<file path="src/rtl/mem_port_arbiter.sv">
// Two-requester (IF / LSU) arbiter sharing one fixed-latency memory port.
// LSU has priority; IF is guaranteed a grant after STARVE_LIMIT consecutive LSU wins.
module mem_port_arbiter #(
  parameter int ADDR_W       = 32,
  parameter int DATA_W       = 32,
  parameter int MEM_LATENCY  = 2,
  parameter int STARVE_LIMIT = 4
) (
  input  logic                clock,
  input  logic                reset,
  input  logic                mem_en,
  input  logic                flush_ip,
  input  logic                if_req_ip,
  input  logic [ADDR_W-1:0]   if_addr_ip,
  output logic                if_gnt_op,
  output logic                if_rvalid_op,
  output logic [DATA_W-1:0]   if_rdata_op,
  input  logic                lsu_req_ip,
  input  logic                lsu_we_ip,
  input  logic [DATA_W/8-1:0] lsu_be_ip,
  input  logic [ADDR_W-1:0]   lsu_addr_ip,
  input  logic [DATA_W-1:0]   lsu_wdata_ip,
  output logic                lsu_gnt_op,
  output logic                lsu_rvalid_op,
  output logic [DATA_W-1:0]   lsu_rdata_op,
  output logic                mem_req_op,
  output logic                mem_we_op,
  output logic [DATA_W/8-1:0] mem_be_op,
  output logic [ADDR_W-1:0]   mem_addr_op,
  output logic [DATA_W-1:0]   mem_wdata_op,
  input  logic [DATA_W-1:0]   mem_rdata_ip
);

  localparam int BE_W  = DATA_W / 8;
  localparam int CNT_W = (MEM_LATENCY > 1) ? $clog2(MEM_LATENCY + 1) : 1;
  localparam int SW    = (STARVE_LIMIT > 1) ? $clog2(STARVE_LIMIT + 1) : 1;

  typedef enum logic {IDLE, BUSY} state_t;

  state_t           state_r, state_nxt;
  logic [CNT_W-1:0] lat_cnt_r;
  logic [SW-1:0]    starve_r;
  logic             owner_if_r;
  logic             owner_we_r;
  logic             squash_r;
  logic             arb;
  logic             pick_if;
  logic             done;
  logic             squash_now;

  // Arbitration, next state and the combinational grant/memory-request outputs
  always_comb begin
    state_nxt    = state_r;
    if_gnt_op    = 1'b0;
    lsu_gnt_op   = 1'b0;
    mem_req_op   = 1'b0;
    mem_we_op    = 1'b0;
    mem_be_op    = {BE_W{1'b0}};
    mem_addr_op  = {ADDR_W{1'b0}};
    mem_wdata_op = {DATA_W{1'b0}};

    arb        = reset && mem_en && (state_r == IDLE) && (if_req_ip || lsu_req_ip);
    pick_if    = if_req_ip && (!lsu_req_ip || (starve_r == SW'(STARVE_LIMIT)));
    done       = (state_r == BUSY) && (lat_cnt_r == CNT_W'(MEM_LATENCY - 1));
    squash_now = squash_r || (flush_ip && owner_if_r);

    case (state_r)
      IDLE:    if (arb) state_nxt = BUSY; else state_nxt = IDLE;
      BUSY:    if (done) state_nxt = IDLE; else state_nxt = BUSY;
      default: state_nxt = IDLE;
    endcase

    if (arb) begin
      mem_req_op = 1'b1;
      if (pick_if) begin
        if_gnt_op   = 1'b1;
        mem_be_op   = {BE_W{1'b1}};
        mem_addr_op = if_addr_ip;
      end else begin
        lsu_gnt_op   = 1'b1;
        mem_we_op    = lsu_we_ip;
        mem_be_op    = lsu_be_ip;
        mem_addr_op  = lsu_addr_ip;
        mem_wdata_op = lsu_wdata_ip;
      end
    end else begin
      mem_req_op = 1'b0;
    end
  end

  // State, latency/starve counters, ownership and the registered responses
  always_ff @(posedge clock) begin
    if (!reset) begin
      state_r       <= IDLE;
      lat_cnt_r     <= {CNT_W{1'b0}};
      starve_r      <= {SW{1'b0}};
      owner_if_r    <= 1'b0;
      owner_we_r    <= 1'b0;
      squash_r      <= 1'b0;
      if_rvalid_op  <= 1'b0;
      lsu_rvalid_op <= 1'b0;
      if_rdata_op   <= {DATA_W{1'b0}};
      lsu_rdata_op  <= {DATA_W{1'b0}};
    end else begin
      state_r       <= state_nxt;
      if_rvalid_op  <= 1'b0;
      lsu_rvalid_op <= 1'b0;
      if (arb) begin
        lat_cnt_r  <= {CNT_W{1'b0}};
        owner_if_r <= pick_if;
        owner_we_r <= !pick_if && lsu_we_ip;
        squash_r   <= pick_if && flush_ip;
        // starvation only accumulates while IF is actually waiting
        if (pick_if || !if_req_ip) begin
          starve_r <= {SW{1'b0}};
        end else if (starve_r != SW'(STARVE_LIMIT)) begin
          starve_r <= starve_r + SW'(1);
        end else begin
          starve_r <= starve_r;
        end
      end else if (state_r == BUSY) begin
        lat_cnt_r <= lat_cnt_r + CNT_W'(1);
        if (done) begin
          squash_r <= 1'b0;
          if (owner_if_r) begin
            if (!squash_now) begin
              if_rvalid_op <= 1'b1;
              if_rdata_op  <= owner_we_r ? {DATA_W{1'b0}} : mem_rdata_ip;
            end
          end else begin
            lsu_rvalid_op <= 1'b1;
            lsu_rdata_op  <= owner_we_r ? {DATA_W{1'b0}} : mem_rdata_ip;
          end
        end else begin
          squash_r <= squash_now;
        end
      end else begin
        lat_cnt_r <= lat_cnt_r;
      end
    end
  end

endmodule

</file>
<file path="config.mk">
export PLATFORM = sky130hd
export DESIGN_NAME = mem_port_arbiter
export DESIGN_NICKNAME = d
export VERILOG_FILES = /design/src/rtl/mem_port_arbiter.sv
export SDC_FILE = /design/constraint.sdc
export NUM_CORES = 1
export LEC_CHECK = 0
export CAP_MARGIN = 20
export CELL_PAD_IN_SITES_DETAIL_PLACEMENT = 0
export CELL_PAD_IN_SITES_GLOBAL_PLACEMENT = 2
export CORE_MARGIN = 3
export CORE_UTILIZATION = 15
export DETAILED_ROUTE_END_ITERATION = 16
export PLACE_DENSITY = 0.78
export SLEW_MARGIN = 40
export SYNTH_ARGS = -nofsm -noshare
export SYNTH_HDL_FRONTEND = slang
export SYNTH_SLANG_ARGS = --single-unit
</file>
<file path="constraint.sdc">
create_clock -name clock -period 1.6 [get_ports clock]
set_input_delay 0.24 -clock clock [delete_from_list [all_inputs] [get_ports clock]]
set_output_delay 0.24 -clock clock [all_outputs]
set_load 0.05 [all_outputs]
</file>
Word-level counts from Yosys, hierarchy flattened
Cells that the tools add are included.
{"block": "word_totals", "mem_bits_ro": 0, "memories": 0, "register_bits": 75, "latch_bits": 0, "out_inout_bits": 138, "input_bits": 139, "ram_bits": 0, "word_cells": 67}
{"block": "classes", "div_mod_pow": 0, "mux": 23, "n_mul": 0, "magnitude_cmp": 0, "reduce_logical": 23, "bitwise": 6, "eq_ne": 3, "n_addsub": 2, "shifts": 0}
{"operator": "$mux W32", "count": 5}
{"operator": "$mux W1", "count": 13}
{"operator": "$logic_and A1 B1 Y1", "count": 8}
{"operator": "$mux W4", "count": 2}
{"operator": "$mux W3", "count": 2}
{"operator": "$not A1 Y1", "count": 6}
{"operator": "$reduce_and A5 Y1", "count": 1}
{"operator": "$reduce_or A5 Y1", "count": 1}
{"operator": "$logic_or A1 B1 Y1", "count": 4}
{"operator": "$reduce_and A4 Y1", "count": 1}
{"operator": "$reduce_bool A2 Y1", "count": 2}
{"operator": "$reduce_or A4 Y1", "count": 1}
{"operator": "$add A3 B1 Y3 const B", "count": 1}
{"operator": "$eq A3 B3 Y1 const B", "count": 1}
{"operator": "$logic_not A1 Y1", "count": 3}
{"operator": "$ne A3 B3 Y1 const B", "count": 1}
{"operator": "$add A2 B1 Y2 const B", "count": 1}
{"operator": "$eq A2 B1 Y1 const B", "count": 1}
{"operator": "$pmux W1 S2", "count": 1}
{"operator": "$reduce_and A2 Y1", "count": 1}
{"operator": "$reduce_or A2 Y1", "count": 1}

Longest topological paths before layout
{"block": "depth", "depth_word": 6, "mapped_depth": 8, "ltp_nobuf": 6}

Worst setup path before layout
No wires, ideal clock.
{"block": "synth_path", "kind": "reg2out", "start": "register starve_r[0]", "end": "output port if_gnt_op", "required_time_ns": 1.360, "t_arrival_ns": 2.237, "setup_slack_ns": -0.877, "n_path_buf": 2, "stages_incl_launch_ff": 8, "cell_sequence": "dfxtp_1 > inv_1 > ha_1 > a21boi_0 > or2b_1 > buf_2 > buf_2 > nor3_1"}
{"block": "synth_via", "elab_chain_cells": 5}
{"element": "start: declaration", "line_no": "42", "text": "logic [SW-1:0] starve_r;"}
{"element": "start signal: assignment", "line_no": "96", "text": "starve_r <= {SW{1'b0}};"}
{"element": "start signal: assignment", "line_no": "115", "text": "starve_r <= {SW{1'b0}};"}
{"element": "start signal: assignment", "line_no": "117", "text": "starve_r <= starve_r + SW'(1);"}
{"element": "$eq A3 B3 Y1", "line_no": "63", "text": "pick_if = if_req_ip && (!lsu_req_ip || (starve_r == SW'(STARVE_LIMIT)));"}
{"element": "$logic_or A1 B1 Y1", "line_no": "63"}
{"element": "$logic_and A1 B1 Y1", "line_no": "63"}
{"element": "$mux W1", "line_no": "75", "text": "if (pick_if) begin"}
{"element": "$mux W1", "line_no": "73", "text": "if (arb) begin"}
{"element": "end: declaration", "line_no": "15", "text": "output logic if_gnt_op,"}
No other way between the ends.

Worst setup path in the final report
{"block": "layout_path", "start": "register starve_r[0]", "end": "output port mem_addr_op[11]"}
{"block": "layout_via", "elab_chain_cells": 5}
{"element": "$eq A3 B3 Y1", "line_no": "63"}
{"element": "$logic_or A1 B1 Y1", "line_no": "63"}
{"element": "$logic_and A1 B1 Y1", "line_no": "63"}
{"element": "$mux W32", "line_no": "75"}
{"element": "$mux W32", "line_no": "73"}
{"element": "end: declaration", "line_no": "29", "text": "output logic [ADDR_W-1:0] mem_addr_op,"}
No other way between the ends.

==> out/results.tsv <==
metric	value	unit
relSlewSlack	51.87	%
timing.setup.tns	-33.49	ns
synth_area_leader_cell	dfxtp_1	
p_comb_share	28.6	%
yosysSeqAreaShare	39.31	%
yosysMostFrequentCell	nand2_1	
fin_crit	2.101	ns
synth_area_leaders	dfxtp_1 (39%), nand2_1 (19%), a21boi_0 (11%)	
reg2reg_depth	7	
clk_latency	0.34	ns
cts_buffers	9	
netlist_instances	531	
via_count	4750	
yosys.area_share.simple	34.92	%
ys.flop_type	dfxtp_1	
synth.distinct_cells	35	
fin_worst_skew	0.005695	ns
diodes	0	
worst_path_max_delay_cell	dfxtp_2	
async_flop_share	0	%
clock_path_buffers	2	
cts_tree	yes	
power_density	597.5	nW/um^2
path_class	reg -> out	
ios	277	
setup_viol	105	
synthAdderAreaFrac	0.9826	%
start_util	15.48	%
muxShareOfSynthArea	0	%
viasPerCell	4.074	
die_w	165.6	microns
layout.nets	979	
cp_max_fo	6	
place_area	8513	sq um
antenna_found_initial	0	
crit_required	1.36	ns
max_cap_viol_count	0	
die_area	27420	sq um
drive_above_1_share	51.66	%
post-route-period-util	131.3	%
synth_top_family_by_area	simple AND/OR/NAND/NOR gates	
p_int	4.233	mW
gr-total-overflow	0	
failed_checks	setup timing	
synthTopCellsByCount	nand2_1 (197), dfxtp_1 (75), a21boi_0 (55)	
hold_viol_final	0	
swShare	28.10	%
synth.top_cell.area_share	39.31	%
io_buffers	276	
status	finished with violations	
synth-edff-count	0	
clock_sinks	75	
firstDrtPassIters	4	
floorplan.rows	57	
slew_viol_final	0	
worst_slew_pin_slew	0.7219	ns
die_h	165.6	microns
synth-compound-area-share	19.03	%
h-tree-depth	3	
dpl.hpwl	13540	microns
utilization	39.93	%
grt_max_degree	75	
detail_route.wl_per_cell	17.73	microns
p_clk_share	39.1	%
fmax	475.9	MHz
fin_total_pwr	5.887	mW
end_kind	output port	
core_area	24680	sq um
grt_pass1_wl	28110	microns
cpMostUsedCell	buf_6	
grt.total_usage	13.40	%
area_growth	157.9	%
hold_depth	2	
synth_xor_area_share	0.2293	%
p_sw	1.654	mW
holdWs	0.4539	ns
fin_area	9853	sq um
ys_seq_elements	75	
synth_fp_nets	673	
fin_ws	-0.5011	ns
crit_path_max_incr_delay	0.32	ns
ant_nets	0	
cp-start-kind	register	
rsz0062_at_grt	yes	
ctsHoldBuffers	0	
clockRootBuffer	clkbuf_16	
drc	0	
ys_warn_count	0	
nFillCells	2447	
place_congestion	0.6823	
cts.clk_slew.worst_paths	0.06	ns
p_seq_share	32.3	%
drt_iter0_drc	149	
grt_pass1_vias	4818	
p_leak	3.704	nW
crit_chain	inv_2 -> ha_4 -> a21boi_4 -> buf_6 -> nor2b_4 -> buf_6 -> clkbuf_16 -> nand2_2 -> a21oi_4 -> buf_12	
synth_area	3820	sq um
irDropWorstVdd	0.0004113	V
hold_path_class	reg -> reg	
arrival	1.86	ns
synth.avg_cell_area	7.194	sq um
wl	20670	microns
==> routing by layer <==
layer  part of all wire (%)  global-route usage [%]
met2                     49                   23.65
met5                      0                       0
met1                     39                   15.10
met3                     11                   5.612
met4                   0.69                   2.798
==> area by class of cell <==
type,instances,area (sq um),area share [%]
Multi-Input combinational cell,406,3338,33.88
Clock inverter,5,82.58,0.8381
Tap cell,324,405.4,4.114
Clock buffer,11,252.7,2.565
Sequential cell,75,1508,15.30
Inverter,5,26.28,0.2667
Timing Repair Buffer,340,4240,43.03
==> through the flow <==
step,setup WS (ns),cells
CTS,-0.5535,1165
global placement,-0.5192,1126
detailed placement,-0.5591,1126
floorplan,-0.1747,531
global route,-0.5945,1166
finish,-0.5011,1166
==> state kept, by name, summed over array words and instances (netlist names) <==
signal and cells:
if_rdata_op 32, squash_r 1, lat_cnt_r 2, owner_we_r 1
state_r 1, lsu_rdata_op 32, if_rvalid_op 1, lsu_rvalid_op 1
starve_r 3, owner_if_r 1
==> what timing repair did <==
item | 4_1_cts | 5_1_grt
setup endpoints to repair | 106 | 140
gates resized for setup | 74 | 150
pin swaps | 32 | 83
cloned | 8 | 9
setup buffers | 15 | 2
==> power by group through the flow <==
| stage | registers, mW | clock network, mW | logic [mW] |
|---|---|---|---|
| 2_1_floorplan | 1.97 | 0 | 0.728 |
| 3_3_place_gp | 1.94 | 0 | 1.56 |
| 3_5_place_dp | 1.94 | 0 | 1.56 |
| 4_1_cts | 1.90 | 2.39 | 1.69 |
| 5_1_grt | 1.90 | 2.46 | 1.78 |
| 6_report | 1.90 | 2.30 | 1.69 |
==> cell families (layout without fill, tap and decap cells) <==
kind of cell	after synthesis	after routing
fa+ha+maj	3	3
xor+xnor	1	1
compound gates	108	108
flops	75	75
simple gates	294	294
buf+inv	50	361
==> placed cells by master (no fill, tap or decap), types with 3 or more instances in the layout <==
master and count:
clkdlybuf4s50_1 134, nand2_1 104, buf_4 91, buf_12 84, dfxtp_1 70, nand2_4 48
nand2_2 46, nor2b_1 34, a21oi_4 32, and3_4 30, a21boi_1 30, a21boi_2 23
clkbuf_16 17, a21boi_0 13, buf_6 12, nor2_4 7, buf_16 5, dfxtp_2 5
nor2_1 4, inv_2 3, and3_2 3, nor2_2 3, dlygate4sd2_1 3
==> worst max-delay path: cells and delay by family (launching register included) <==
family          cells  cell delay, ns
fa+ha+maj           1            0.14
flops               1            0.32
compound gates      2            0.22
buf+inv             5            0.63
simple gates        2            0.21
==> final timing paths <==
kind,startpoint,to,slack [ns]
max,starve_r[0],mem_addr_op[11],-0.50
max reg2reg,lat_cnt_r[1],if_rdata_op[28],-0.07
min reg2reg,lsu_rdata_op[7],lsu_rdata_op[7],0.45
min,lsu_rdata_op[7],lsu_rdata_op[7],0.45
Power figures use the tool's default switching activity.
==> patch (config.mk and constraints unchanged) <==
The parameter `MEM_LATENCY` goes from 2 to 4.
--- a/src/rtl/mem_port_arbiter.sv
+++ b/src/rtl/mem_port_arbiter.sv
@@ -4,5 +4,5 @@
   parameter int ADDR_W       = 32,
   parameter int DATA_W       = 32,
-  parameter int MEM_LATENCY  = 2,
+  parameter int MEM_LATENCY  = 4,
   parameter int STARVE_LIMIT = 4
 ) (
Formal check against the unedited RTL: not equivalent (a bounded check fails within 4 cycles, from zero or initial values and one cycle with reset low).
==> patch against the unedited design <==
- the flow still finishes with violations (negative setup slack)
- maximum frequency shrank 0.73%
- via count shrank 1.8%
- routed wire length shrank 5.9%
- total power shrank 2.0%
- sequential cell count grew 1
- setup slack lost 0.015 ns
- area after synthesis grew 1.9%
- sequential share of layout area grew 0.62 points
- final area shrank 2.4%
- largest cell class unchanged
- highest routed layer unchanged
==> patch: results <==
{
  "arrival_ns": 1.88,
  "violations": "negative setup slack",
  "r2r_slack_ns": -0.20,
  "drtIter0Drc": 147,
  "crit-reg2reg-launch": "lat_cnt_r[0]$_SDFFE_PP0P_",
  "place_area_um2": 8484,
  "post_synth_most_frequent_cells": "sky130_fd_sc_hd__nand2_1, sky130_fd_sc_hd__dfxtp_1, sky130_fd_sc_hd__a21boi_0, sky130_fd_sc_hd__nor2b_1, sky130_fd_sc_hd__and3_1",
  "number_of_nets_in_the_layout": 973,
  "status": "finished, violations left",
  "grtUsageMet1_pct": 15.45,
  "gr-usage-met2_pct": 23.27,
  "wl_met1_um": 8115,
  "fin_worst_skew_ns": 0.008012,
  "postSynthAreaPerCell_um2": 7.278,
  "p_leak_nw": 3.604,
  "dr_wl_met2_um": 9939,
  "largestRegisters": "if_rdata_op x32, lsu_rdata_op x32",
  "grt_use_total_pct": 13.00,
  "postLayoutSetupSlackWorst_ns": -0.5165,
  "post_synth_num_cell_types": 37,
  "r2r-end": "if_rdata_op[19]$_SDFFE_PN0P_",
  "met3_routed_wirelength_um": 1296,
  "synth_sequential_area_ratio_pct": 39.07,
  "timing.critical_path.fanout_max": 5,
  "grt_util_met3_pct": 4.391,
  "vdd.ir_drop.worst_uv": 473.5,
  "finalWirelength_um": 19450,
  "routed_length_per_instance_um": 16.69,
  "totalNegativeSetupSlack_ns": -37.27,
  "critical_path_sink": "mem_addr_op[22]",
  "number_of_global_route_vias_before_repair": 4676,
  "setup_viol": 107,
  "place.gp.congestion": 0.7758
}
==> patch: cell types whose count changed after synthesis <==
cell                       delta
sky130_fd_sc_hd__clkbuf_1     -8
sky130_fd_sc_hd__a21boi_0     -7
sky130_fd_sc_hd__a21boi_1     +7
sky130_fd_sc_hd__buf_2        +3
sky130_fd_sc_hd__buf_1        +2
sky130_fd_sc_hd__buf_6        +2
sky130_fd_sc_hd__buf_4        +1
sky130_fd_sc_hd__dfxtp_1      +1
sky130_fd_sc_hd__ha_1         +1
sky130_fd_sc_hd__mux2i_1      +1
sky130_fd_sc_hd__nand2_2      -1
sky130_fd_sc_hd__nand2_4      +1
sky130_fd_sc_hd__nor2_1       +1
==> patch: what timing repair did <==
action,CTS,global route
pin swaps,28,42
gates cloned,6,7
hold buffers,0,0
setup endpoints to repair,108,141
buffers inserted,6,4
gates resized for setup,51,86
==> patch: cell type report <==
class                           count  area (um^2)  share of cell area, %
Sequential cell                    76         1530                  15.92
Inverter                            5        31.28                 0.3254
Timing Repair Buffer              329         4118                  42.83
Clock buffer                       13        260.3                  2.707
Tap cell                          330        412.9                  4.295
Multi-Input combinational cell    409         3192                  33.20
Clock inverter                      3        68.82                 0.7159
==> patch: cells by family after synthesis <==
kind of cell | after synthesis | share of synthesized area (%)
AND/OR/NAND/NOR | 295 | 34.48
AO/OA/AOI/OAI | 108 | 18.67
flip-flops | 76 | 39.07
buffers and inverters | 50 | 6.009
adder cells (fa/ha/maj) | 4 | 1.285
XOR/XNOR | 1 | 0.2250
multiplexers | 1 | 0.2571
==> patch: where the power goes <==
part	total (mW)	switching, mW	internal [mW]
Clock	2.28	0.820	1.46
Combinational	1.58	0.727	0.853
Sequential	1.91	0.00866	1.90
==> patch: how the worst min path moves through the flow <==
| stage | start | end | slack, ns | depth (start not counted) |
|---|---|---|---|---|
| 3_5_place_dp | if_rdata_op[7]$_SDFFE_PN0P_ | if_rdata_op[7]$_SDFFE_PN0P_ | 0.44 | 2 |
| 6_report | lsu_rdata_op[27]$_SDFFE_PN0P_ | lsu_rdata_op[27]$_SDFFE_PN0P_ | 0.45 | 2 |
| 4_1_cts | if_rdata_op[25]$_SDFFE_PN0P_ | if_rdata_op[25]$_SDFFE_PN0P_ | 0.46 | 2 |
| 3_3_place_gp | if_rdata_op[13]$_SDFFE_PN0P_ | if_rdata_op[13]$_SDFFE_PN0P_ | 0.44 | 2 |
| 2_1_floorplan | if_req_ip | starve_r[1]$_SDFFE_PN0P_ | 0.39 | 2 |
| 5_1_grt | if_rdata_op[29]$_SDFFE_PN0P_ | if_rdata_op[29]$_SDFFE_PN0P_ | 0.48 | 2 |
